`src/rtl/calc_pkg.sv`:
```
// Shared types and constants for the 11-bit signed calculator datapath,
// including the 4-bit carry-lookahead slice used by the adder and divider.
package calc_pkg;

  localparam int unsigned CALC_WIDTH = 11;
  localparam logic [CALC_WIDTH-1:0] CALC_MOST_NEG = {1'b1, {(CALC_WIDTH-1){1'b0}}};

  typedef enum logic [1:0] {
    IDLE = 2'd0,
    RUN  = 2'd1,
    FIX  = 2'd2,
    DONE = 2'd3
  } sdiv_state_t;

  // Sum of one 4-bit carry-lookahead slice.
  function automatic logic [3:0] cla4_sum(input logic [3:0] a, input logic [3:0] b,
                                          input logic cin);
    logic [3:0] g;
    logic [3:0] p;
    logic [3:0] c;
    g    = a & b;
    p    = a ^ b;
    c[0] = cin;
    c[1] = g[0] | (p[0] & cin);
    c[2] = g[1] | (p[1] & g[0]) | (p[1] & p[0] & cin);
    c[3] = g[2] | (p[2] & g[1]) | (p[2] & p[1] & g[0]) | (p[2] & p[1] & p[0] & cin);
    return p ^ c;
  endfunction

  // Carry out of one 4-bit carry-lookahead slice.
  function automatic logic cla4_cout(input logic [3:0] a, input logic [3:0] b,
                                     input logic cin);
    logic [3:0] g;
    logic [3:0] p;
    g = a & b;
    p = a ^ b;
    return g[3] | (p[3] & g[2]) | (p[3] & p[2] & g[1]) | (p[3] & p[2] & p[1] & g[0])
         | (p[3] & p[2] & p[1] & p[0] & cin);
  endfunction

endpackage

```
`src/rtl/sdiv_step.sv`:
```
// One restoring shift-subtract step: shift in the next dividend bit, trial
// subtract the divisor magnitude through chained CLA slices, keep or restore.
module sdiv_step
  import calc_pkg::*;
#(
  parameter int unsigned WIDTH = CALC_WIDTH
) (
  input  logic [WIDTH-1:0] p,
  input  logic             dvd_bit,
  input  logic [WIDTH-1:0] dmag,
  output logic [WIDTH-1:0] p_next_c,
  output logic             q_bit_c
);

  localparam int unsigned PW     = WIDTH + 1;
  localparam int unsigned NSLICE = (PW + 3) / 4;
  localparam int unsigned AW     = NSLICE * 4;

  logic [PW-1:0]     p_shift;
  logic [AW-1:0]     a_ext;
  logic [AW-1:0]     b_ext;
  logic [AW-1:0]     sum_ext;
  logic [NSLICE-1:0] carry;
  logic [PW-1:0]     trial;

  assign p_shift  = {p, dvd_bit};
  assign a_ext    = AW'(p_shift);
  assign b_ext    = ~AW'({1'b0, dmag});
  assign carry[0] = 1'b1;

  // P' - |divisor| as P' + ~{0,|divisor|} + 1, one CLA slice per nibble.
  for (genvar i = 0; i < int'(NSLICE); i++) begin : g_slice
    assign sum_ext[4*i +: 4] = cla4_sum(a_ext[4*i +: 4], b_ext[4*i +: 4], carry[i]);
    if (i < int'(NSLICE) - 1) begin : g_chain
      assign carry[i+1] = cla4_cout(a_ext[4*i +: 4], b_ext[4*i +: 4], carry[i]);
    end
  end

  assign trial    = sum_ext[PW-1:0];
  assign q_bit_c  = ~trial[PW-1];
  assign p_next_c = q_bit_c ? trial[WIDTH-1:0] : p_shift[WIDTH-1:0];

endmodule

```
`src/rtl/sdiv_seq.sv`:
```
// Sequential signed divider, one quotient bit per clock, START/BUSY/DONE
// handshake. Define SDIV_REM_OUT_EN to expose the signed remainder port.
module sdiv_seq
  import calc_pkg::*;
#(
  parameter int unsigned WIDTH = CALC_WIDTH
) (
  input  logic             clk,
  input  logic             rst_n,
  input  logic             start,
  input  logic [WIDTH-1:0] dividend,
  input  logic [WIDTH-1:0] divisor,
  output logic             busy,
  output logic             done,
  output logic [WIDTH-1:0] quotient,
  output logic             div_by_zero,
  output logic             overflow
`ifdef SDIV_REM_OUT_EN
  ,
  output logic [WIDTH-1:0] remainder
`endif
);

  localparam int unsigned      CW        = $clog2(WIDTH);
  localparam logic [WIDTH-1:0] MOST_NEG  = {1'b1, {(WIDTH-1){1'b0}}};
  localparam logic [WIDTH-1:0] MINUS_ONE = '1;
  localparam logic [CW-1:0]    LAST_STEP = CW'(WIDTH - 1);

  sdiv_state_t      state;
  logic [CW-1:0]    cnt;
  // The partial remainder's top bit is always zero between steps (P < |divisor|),
  // so only the low WIDTH bits are held; the step widens it internally.
  logic [WIDTH-1:0] p_reg;
  logic [WIDTH-1:0] q_mag;
  logic [WIDTH-1:0] dmag;
  logic             dvd_neg;
  logic             dvs_neg;
  logic             ovf_case;
`ifdef SDIV_REM_OUT_EN
  logic [WIDTH-1:0] dvd_raw;
`endif

  logic             accept_c;
  logic [WIDTH-1:0] p_next_c;
  logic             q_bit_c;

  function automatic logic [WIDTH-1:0] twos_neg(input logic [WIDTH-1:0] x);
    return ~x + WIDTH'(1);
  endfunction

  function automatic logic [WIDTH-1:0] magnitude(input logic [WIDTH-1:0] x);
    return x[WIDTH-1] ? twos_neg(x) : x;
  endfunction

  assign accept_c = start && ((state == IDLE) || (state == DONE));

  sdiv_step #(.WIDTH(WIDTH)) u_step (
    .p        (p_reg),
    .dvd_bit  (q_mag[WIDTH-1]),
    .dmag     (dmag),
    .p_next_c (p_next_c),
    .q_bit_c  (q_bit_c)
  );

  // Control FSM, iteration datapath and registered results.
  always_ff @(posedge clk or negedge rst_n) begin
    if (!rst_n) begin
      state       <= IDLE;
      cnt         <= '0;
      p_reg       <= '0;
      q_mag       <= '0;
      dmag        <= '0;
      dvd_neg     <= 1'b0;
      dvs_neg     <= 1'b0;
      ovf_case    <= 1'b0;
      busy        <= 1'b0;
      done        <= 1'b0;
      quotient    <= '0;
      div_by_zero <= 1'b0;
      overflow    <= 1'b0;
`ifdef SDIV_REM_OUT_EN
      dvd_raw     <= '0;
      remainder   <= '0;
`endif
    end else begin
      done <= 1'b0;
      if (accept_c) begin
        state    <= (divisor == '0) ? FIX : RUN;
        busy     <= 1'b1;
        cnt      <= '0;
        p_reg    <= '0;
        q_mag    <= magnitude(dividend);
        dmag     <= magnitude(divisor);
        dvd_neg  <= dividend[WIDTH-1];
        dvs_neg  <= divisor[WIDTH-1];
        ovf_case <= (dividend == MOST_NEG) && (divisor == MINUS_ONE);
`ifdef SDIV_REM_OUT_EN
        dvd_raw  <= dividend;
`endif
      end else begin
        case (state)
          IDLE: ;
          RUN: begin
            p_reg <= p_next_c;
            q_mag <= {q_mag[WIDTH-2:0], q_bit_c};
            cnt   <= cnt + CW'(1);
            if (cnt == LAST_STEP) state <= FIX;
          end
          FIX: begin
            // Most-negative / -1 wraps naturally: |q| = 2^(W-1) negates to itself.
            if (dmag == '0) quotient <= '0;
            else            quotient <= (dvd_neg ^ dvs_neg) ? twos_neg(q_mag) : q_mag;
`ifdef SDIV_REM_OUT_EN
            if (dmag == '0) remainder <= dvd_raw;
            else            remainder <= dvd_neg ? twos_neg(p_reg) : p_reg;
`endif
            div_by_zero <= (dmag == '0);
            overflow    <= ovf_case;
            busy        <= 1'b0;
            done        <= 1'b1;
            state       <= DONE;
          end
          DONE: state <= IDLE;
          default: state <= IDLE;
        endcase
      end
    end
  end

endmodule

```
`config.mk`:
```
export PLATFORM = sky130hd
export DESIGN_NAME = sdiv_seq
export DESIGN_NICKNAME = d
export VERILOG_FILES = /design/src/rtl/calc_pkg.sv /design/src/rtl/sdiv_step.sv /design/src/rtl/sdiv_seq.sv
export SDC_FILE = /design/constraint.sdc
export NUM_CORES = 1
export LEC_CHECK = 0
export CORE_MARGIN = 1.5
export CORE_UTILIZATION = 50
export CTS_CLUSTER_DIAMETER = 100
export DETAILED_ROUTE_END_ITERATION = 8
export PLACE_DENSITY = 0.79
export SLEW_MARGIN = 25
export SYNTH_ARGS = -nofsm -noshare
export SYNTH_HDL_FRONTEND = slang
export SYNTH_SLANG_ARGS = --single-unit
```
`constraint.sdc`:
```
create_clock -name clk -period 3.24 [get_ports clk]
set_input_delay 0.648 -clock clk [delete_from_list [all_inputs] [get_ports clk]]
set_output_delay 0.648 -clock clk [all_outputs]
set_load 0.03 [all_outputs]
```
==> impl_results.md, run 1 <==
- Share of cells above drive strength 1: roughly 8%
- Buf/Inv on CP: 1
- H-tree levels: 3
- CTS resizes: 0
- Maxcap violations: 0
- Worst Path Required: 3.50 ns
- Port Buf Inserts: 39
- CP Cell Sequence: inv_1 > ha_1 > a21o_1 > a2111oi_4 > and2_1 > or2_2 > fa_1 > or3_1 > a31oi_1
- Startpoint types: flip-flop
- Cts bufs inserted: 9
- Die Y: a little under 90 µm
- PD cells: approximately 1100 nW/µm²
- Cell area after synthesis: 3670 µm²
- Crit-path max cell delay: ~0.45 ns
- Post-Synthesis Cells: 403
- CTS root buf: clkbuf_8
- Switching power total: ~0.0021 W
- Hold buffers post-CTS: 0
- R2R depth: 9
- Crit path max-delay family: compound AO/OA/AOI/OAI gates
- DRT Wirelength: 7.75 mm
- Number of remaining DRC errors: 0
- Seq/Total Area, Yosys: between 30 and 40%
- Clk_lat worst skew: between 0.3 and 0.4 ns
- Worst-path clk slew: about 0.07 ns
- Drt first pass iters: 4
- Fmax: 354 MHz
- Ys async rst share: 100%
- Largest net degree at the start of global routing: 32
- Commonest cells after routing, fill and taps aside: dfrtp_1 (57), inv_1 (41), nand2_1 (41), o21ai_0 (41), clkdlybuf4s50_1 (38)
- Peak VDD IR: 681 µV
- Filler cell count: 620
- Hpwl dp: between 5 and 6 mm
- Worst Skew: ~0.011 ns
- Commonest non-fill, non-tap cell in the layout: dfrtp_1
- First-pass GRT wire length: ~13 mm
- Yosys top cell area share: about two fifths
- Wire per inst: 14.2 µm
- Initial antenna violation count: 0
- Diode count: 0
- Largest buffer count on any clock path: 2
- Final setup violation count: 0
- Area leader, netlist: dfrtp_1
- Total grt overflow: 0
- Unrepaired setup endpoints after global routing: no
- Synth cell types: between 50 and 60
- Avg Cell Area, Syn: between 9 and 10 µm²
- Slowest stage cell, crit path: a2111oi_4
- Clock power frac: 14.2%
- Sum of negative setup slack: 0 ns
- WP data arrival: 3.08 ns
- Routed via count: between 2000 and 3000
- DRT antenna net count: 0
- # nets final: 488
- Hold/Removal Path Class: in -> async
- Area growth from synthesis to layout: 19.0%
- Post-CTS setup buffer count: 0
- Area contributors post-synth: dfrtp_1 (39%), ha_1 (7.2%), o21ai_0 (5.6%)
- Post-synth EDFFs: 0
- Die Area: slightly below 8000 µm²
- Crit Path Max Fanout: 3
- Initial Util: ~51%
- Leak Pwr: roughly 1.9 nW
- Syn nets: 451
- Setup slack, reg-to-reg: approximately 0.42 ns
- Final Max Slew Viols: 0
- Total power: ~0.0047 W
- CP endpoint kind: flip-flop
- P_int: 0.00259 W
- Vias in the first global route: roughly 2800
- R2R Path End: p_reg[8]$_DFFE_PN0P_
- Synthesis-stage register bit count: 57
- Sequential Power Share: around 28%
- RePlAce Congestion: 0.895
- Comb pwr share: slightly below 60%
- Via density: 5.48
- Net Sw Frac: 45.2%
- Critical path class: reg -> reg
- CTS tree: yes
- Status: completed
- Worst R2R Start: dmag[4]$_DFFE_PN0P_
- Final hold slack: 0.296 ns
- Std-Cell Rows: 31
- Die Wd: about 89 µm
- # IOs: 40
- Synth Warn #: 0
- Measured slew at the worst slew-check pin: between 0.8 and 0.9 ns
- Hold violation count in the final report: 0
- Iter 0 DRT Violations: 105
- Final Critical Period: 2.82 ns
- Top FF cell, synth: dfrtp_1
- Core Region: between 7000 and 8000 µm²
- Overall routing resource usage: 21.5%
- Slew margin rel.: 43.4%
- Period utilization: between 80% and 90%
- Clock sink total: 57
==> cells by family after synthesis <==
family                   share of synthesized area [%]
AO/OA/AOI/OAI                                     20.4
XOR/XNOR                                          8.36
adder cells (fa/ha/maj)                           8.26
buffers and inverters                             6.52
flip-flops                                        38.9
multiplexers                                      3.58
AND/OR/NAND/NOR                                   14.0
==> metal layers <==
| metal | wire (µm) | vias up | track usage, % |
|---|---|---|---|
| li1 | - | 1500 | - |
| met1 | 3660 | 1407 | 28.8 |
| met2 | 3670 | 60 | 34.3 |
| met3 | 281 | 12 | 4.94 |
| met4 | 144 | 0 | 7.81 |
| met5 | 0 | - | 0 |
==> per-stage QoR <==
step / worst slack [ns] / util [%] / std cells / instance area [µm²]
after floorplan: 0.634 / - / 403 / 3670
after global placement: 0.380 / 58.0 / 528 / 4160
after detailed placement: 0.288 / 58.0 / 528 / 4160
after CTS: 0.406 / 60.8 / 544 / 4360
after global routing: 0.267 / 60.8 / 544 / 4360
final: 0.418 / 60.8 / 544 / 4360
==> Yosys cell counts (all sizes together), types with 8 or more instances <==
master  count
a21oi       8
ha         21
xnor2      23
nor2       16
dfrtp      57
o21ai      43
clkbuf     14
a31oi      11
xor2       12
nand3       9
or3         8
mux2i      12
o22ai      13
inv        41
nand2      41
==> final cells by class <==
class                      count  area (µm²)  share of cell area (%)
multi-input combinational    284        2010                    46.0
sequential                    57        1430                    32.7
timing repair buffer          47         445                    10.2
inverter                      41         154                    3.53
clock buffer                  10         138                    3.15
tap                           99         124                    2.84
clock inverter                 6        67.6                    1.55
==> power groups by stage <==
stage,clock network (W),logic (W),registers [W]
2_1_floorplan,0,0.00192,0.00142
3_3_place_gp,0,0.00263,0.00131
3_5_place_dp,0,0.00272,0.00132
4_1_cts,0.000683,0.00274,0.00132
5_1_grt,0.000719,0.00305,0.00137
6_report,0.000674,0.00274,0.00132
==> how the worst max path moves through the flow <==
stage                               startpoint              endpoint  depth (start not counted)
final                      dmag[4]$_DFFE_PN0P_  p_reg[8]$_DFFE_PN0P_                          9
after global routing       dmag[4]$_DFFE_PN0P_  p_reg[8]$_DFFE_PN0P_                          9
after CTS                  dmag[4]$_DFFE_PN0P_  p_reg[8]$_DFFE_PN0P_                          9
after detailed placement            divisor[0]  state[0]$_DFFE_PN0P_                          9
after global placement              divisor[0]  state[0]$_DFFE_PN0P_                          9
after floorplan           p_reg[3]$_DFFE_PN0P_  p_reg[8]$_DFFE_PN0P_                          8
(Power assumes the default switching activity.)
==> run 2, diff against run 1 <==
DONT_BUFFER_PORTS = 1   (was not set)
GPL_ROUTABILITY_DRIVEN = 0   (was not set)
PLACE_DENSITY = 0.72   (was 0.79)
==> impl_results.md, run 2 (synthesized netlist as in run 1, its figures left out) <==
- Sum of negative setup slack: 0 ns (unchanged)
- Initial Util: 51.1% (unchanged)
- CP endpoint kind: flip-flop
- Final hold slack: 0.161 ns (-0.135 ns)
- DRT antenna net count: 0 (unchanged)
- Number of remaining DRC errors: 0 (unchanged)
- Clk_lat worst skew: 0.34 ns (about the same)
- PD cells: 1140 nW/µm² (+5.5%)
- Worst Skew: 0.0121 ns (+0.00157 ns)
- Diode count: 0 (unchanged)
- Hold/Removal Path Class: in -> async
- P_int: 0.00248 W (-4.6%)
- Unrepaired setup endpoints after global routing: no
- Status: completed
- Overall routing resource usage: 21.6% (+0.12 points)
- Std-Cell Rows: 31 (unchanged)
- Initial antenna violation count: 0 (unchanged)
- Final instance area: 4000 µm² (-8.4%)
- Largest net degree at the start of global routing: 58 (+81%)
- Switching power total: 0.00210 W (-2.0%)
- H-tree levels: 3 (unchanged)
- Total power: 0.00457 W (-3.4%)
- Final Critical Period: 2.75 ns (-0.0736 ns)
- Port Buf Inserts: 0 (-100%)
- Comb pwr share: 50.9% (-6.9 points)
- Leak Pwr: 1.75 nW (-7.7%)
- Hold buffers post-CTS: 1 (+1)
- Post-CTS setup buffer count: 0 (unchanged)
- Area growth from synthesis to layout: 8.97%
- Cts bufs inserted: 9 (unchanged)
- Core Region: 7180 µm² (unchanged)
- Dpl cell area: 3750 µm² (-9.8%)
- Filler cell count: 638 (+2.9%)
- Die Wd: 88.6 µm (unchanged)
- DRT Wirelength: 7.78 mm (+0.32%)
- Hold violation count in the final report: 0 (unchanged)
- Wire per inst: 15.5 µm (+8.5%)
- Worst-path clk slew: 0.08 ns (about the same)
- Iter 0 DRT Violations: 156 (+49%)
- Period utilization: 84.8% (-2.3 points)
- Net Sw Frac: 45.9% (+0.66 points)
- CTS tree: yes
- Maxcap violations: 0 (unchanged)
- Peak VDD IR: 616 µV (-9.5%)
- WP data arrival: 3.01 ns (-0.07 ns)
- CTS resizes: 0 (unchanged)
- Slew margin rel.: 44.9% (+1.5 points)
- Via density: 5.65 (+3.2%)
- Total grt overflow: 0 (unchanged)
- # nets final: 447 (-8.4%)
- Crit Path Max Fanout: 4 (+1)
- Routed via count: 2843 (-4.6%)
- # IOs: 40 (unchanged)
- Final setup violation count: 0 (unchanged)
- Post-layout util: 55.7% (-5.1 points)
- Clock sink total: 57 (unchanged)
- Die Y: 88.6 µm (unchanged)
- Worst Path Required: 3.50 ns (about the same)
- Drt first pass iters: 4 (unchanged)
- Vias in the first global route: 2753 (-2.3%)
- Share of cells above drive strength 1: 7.92% (+0.056 points)
- Hpwl dp: 5.71 mm (-1.4%)
- Measured slew at the worst slew-check pin: 0.820 ns (-0.0229 ns)
- CTS root buf: clkbuf_8
- Commonest cells after routing, fill and taps aside: dfrtp_1 (57), inv_1 (41), nand2_1 (41), o21ai_0 (41), xnor2_1 (23)
- Largest buffer count on any clock path: 2 (unchanged)
- Sequential Power Share: 32.9% (+4.9 points)
- Critical path class: reg -> reg
- Commonest non-fill, non-tap cell in the layout: dfrtp_1
- Startpoint types: flip-flop
- Die Area: 7860 µm² (unchanged)
- Fmax: 364 MHz (+2.7%)
- Final Max Slew Viols: 0 (unchanged)
- First-pass GRT wire length: 12.9 mm (unchanged)
- Clock power frac: 16.2% (+2.0 points)
run 2: cell count changes in the layout (fill, tap and decap cells not counted):
cell and change:
bufinv_16 +1, clkbuf_8 -1, buf_16 +1, clkinv_2 +1, buf_4 -3, buf_2 -1
clkdlybuf4s50_1 -38, clkinv_4 -2, inv_6 +1
run 2: worst paths after layout:
kind	slack (ns)	to	start	cells after the start
max	0.49	p_reg[8]$_DFFE_PN0P_	p_reg[3]$_DFFE_PN0P_	8
min reg2reg	0.50	dvd_neg$_DFFE_PN0P_	dvd_neg$_DFFE_PN0P_	2
min in group clk	0.42	dvd_neg$_DFFE_PN0P_	dividend[10]	2
max in group asynchronous	2.82	dmag[5]$_DFFE_PN0P_	rst_n	1
max reg2reg	0.49	p_reg[8]$_DFFE_PN0P_	p_reg[3]$_DFFE_PN0P_	8
min	0.16	quotient[4]$_DFFE_PN0P_	rst_n	1
run 2: final cells by class:
class | instances | area (µm²) | area share [%]
Multi-Input combinational cell | 284 | 2010 | 50.3
Sequential cell | 57 | 1430 | 35.7
Inverter | 41 | 154 | 3.85
Clock buffer | 9 | 124 | 3.10
Tap cell | 99 | 124 | 3.10
Clock inverter | 7 | 93.8 | 2.35
Timing Repair Buffer | 6 | 65.1 | 1.63
run 2: worst max-delay path, stage by stage, from the launching register on:
cell       delay, ns
dfrtp_1         0.43
ha_1            0.33
a21o_1          0.23
a2111oi_4       0.42
and2_1          0.23
or2_2           0.13
fa_1            0.39
or3_1           0.37
a31oi_1         0.15
run 2: metal layers:
| metal | vias to the layer above | track usage [%] | part of all wire [%] |
|---|---|---|---|
| met1 | 1362 | 29.0 | 48 |
| met5 | - | 0 | 0 |
| met2 | 63 | 34.4 | 47 |
| met4 | 0 | 8.10 | 0.81 |
| met3 | 6 | 4.76 | 4.4 |
| li1 | 1412 | - | - |
run 2: through the flow:
stage,setup WS (ns),cells
after global placement,0.572,486
after detailed placement,0.494,486
after global routing,0.390,503
after floorplan,0.634,403
final,0.492,503
after CTS,0.475,503
run 2: power by group through the flow:
stage | clock network (W) | logic, W | registers [W]
2_1_floorplan | 0 | 0.00192 | 0.00142
3_3_place_gp | 0 | 0.00224 | 0.00150
5_1_grt | 0.000787 | 0.00263 | 0.00155
6_report | 0.000739 | 0.00233 | 0.00151
3_5_place_dp | 0 | 0.00231 | 0.00152
4_1_cts | 0.000755 | 0.00233 | 0.00151
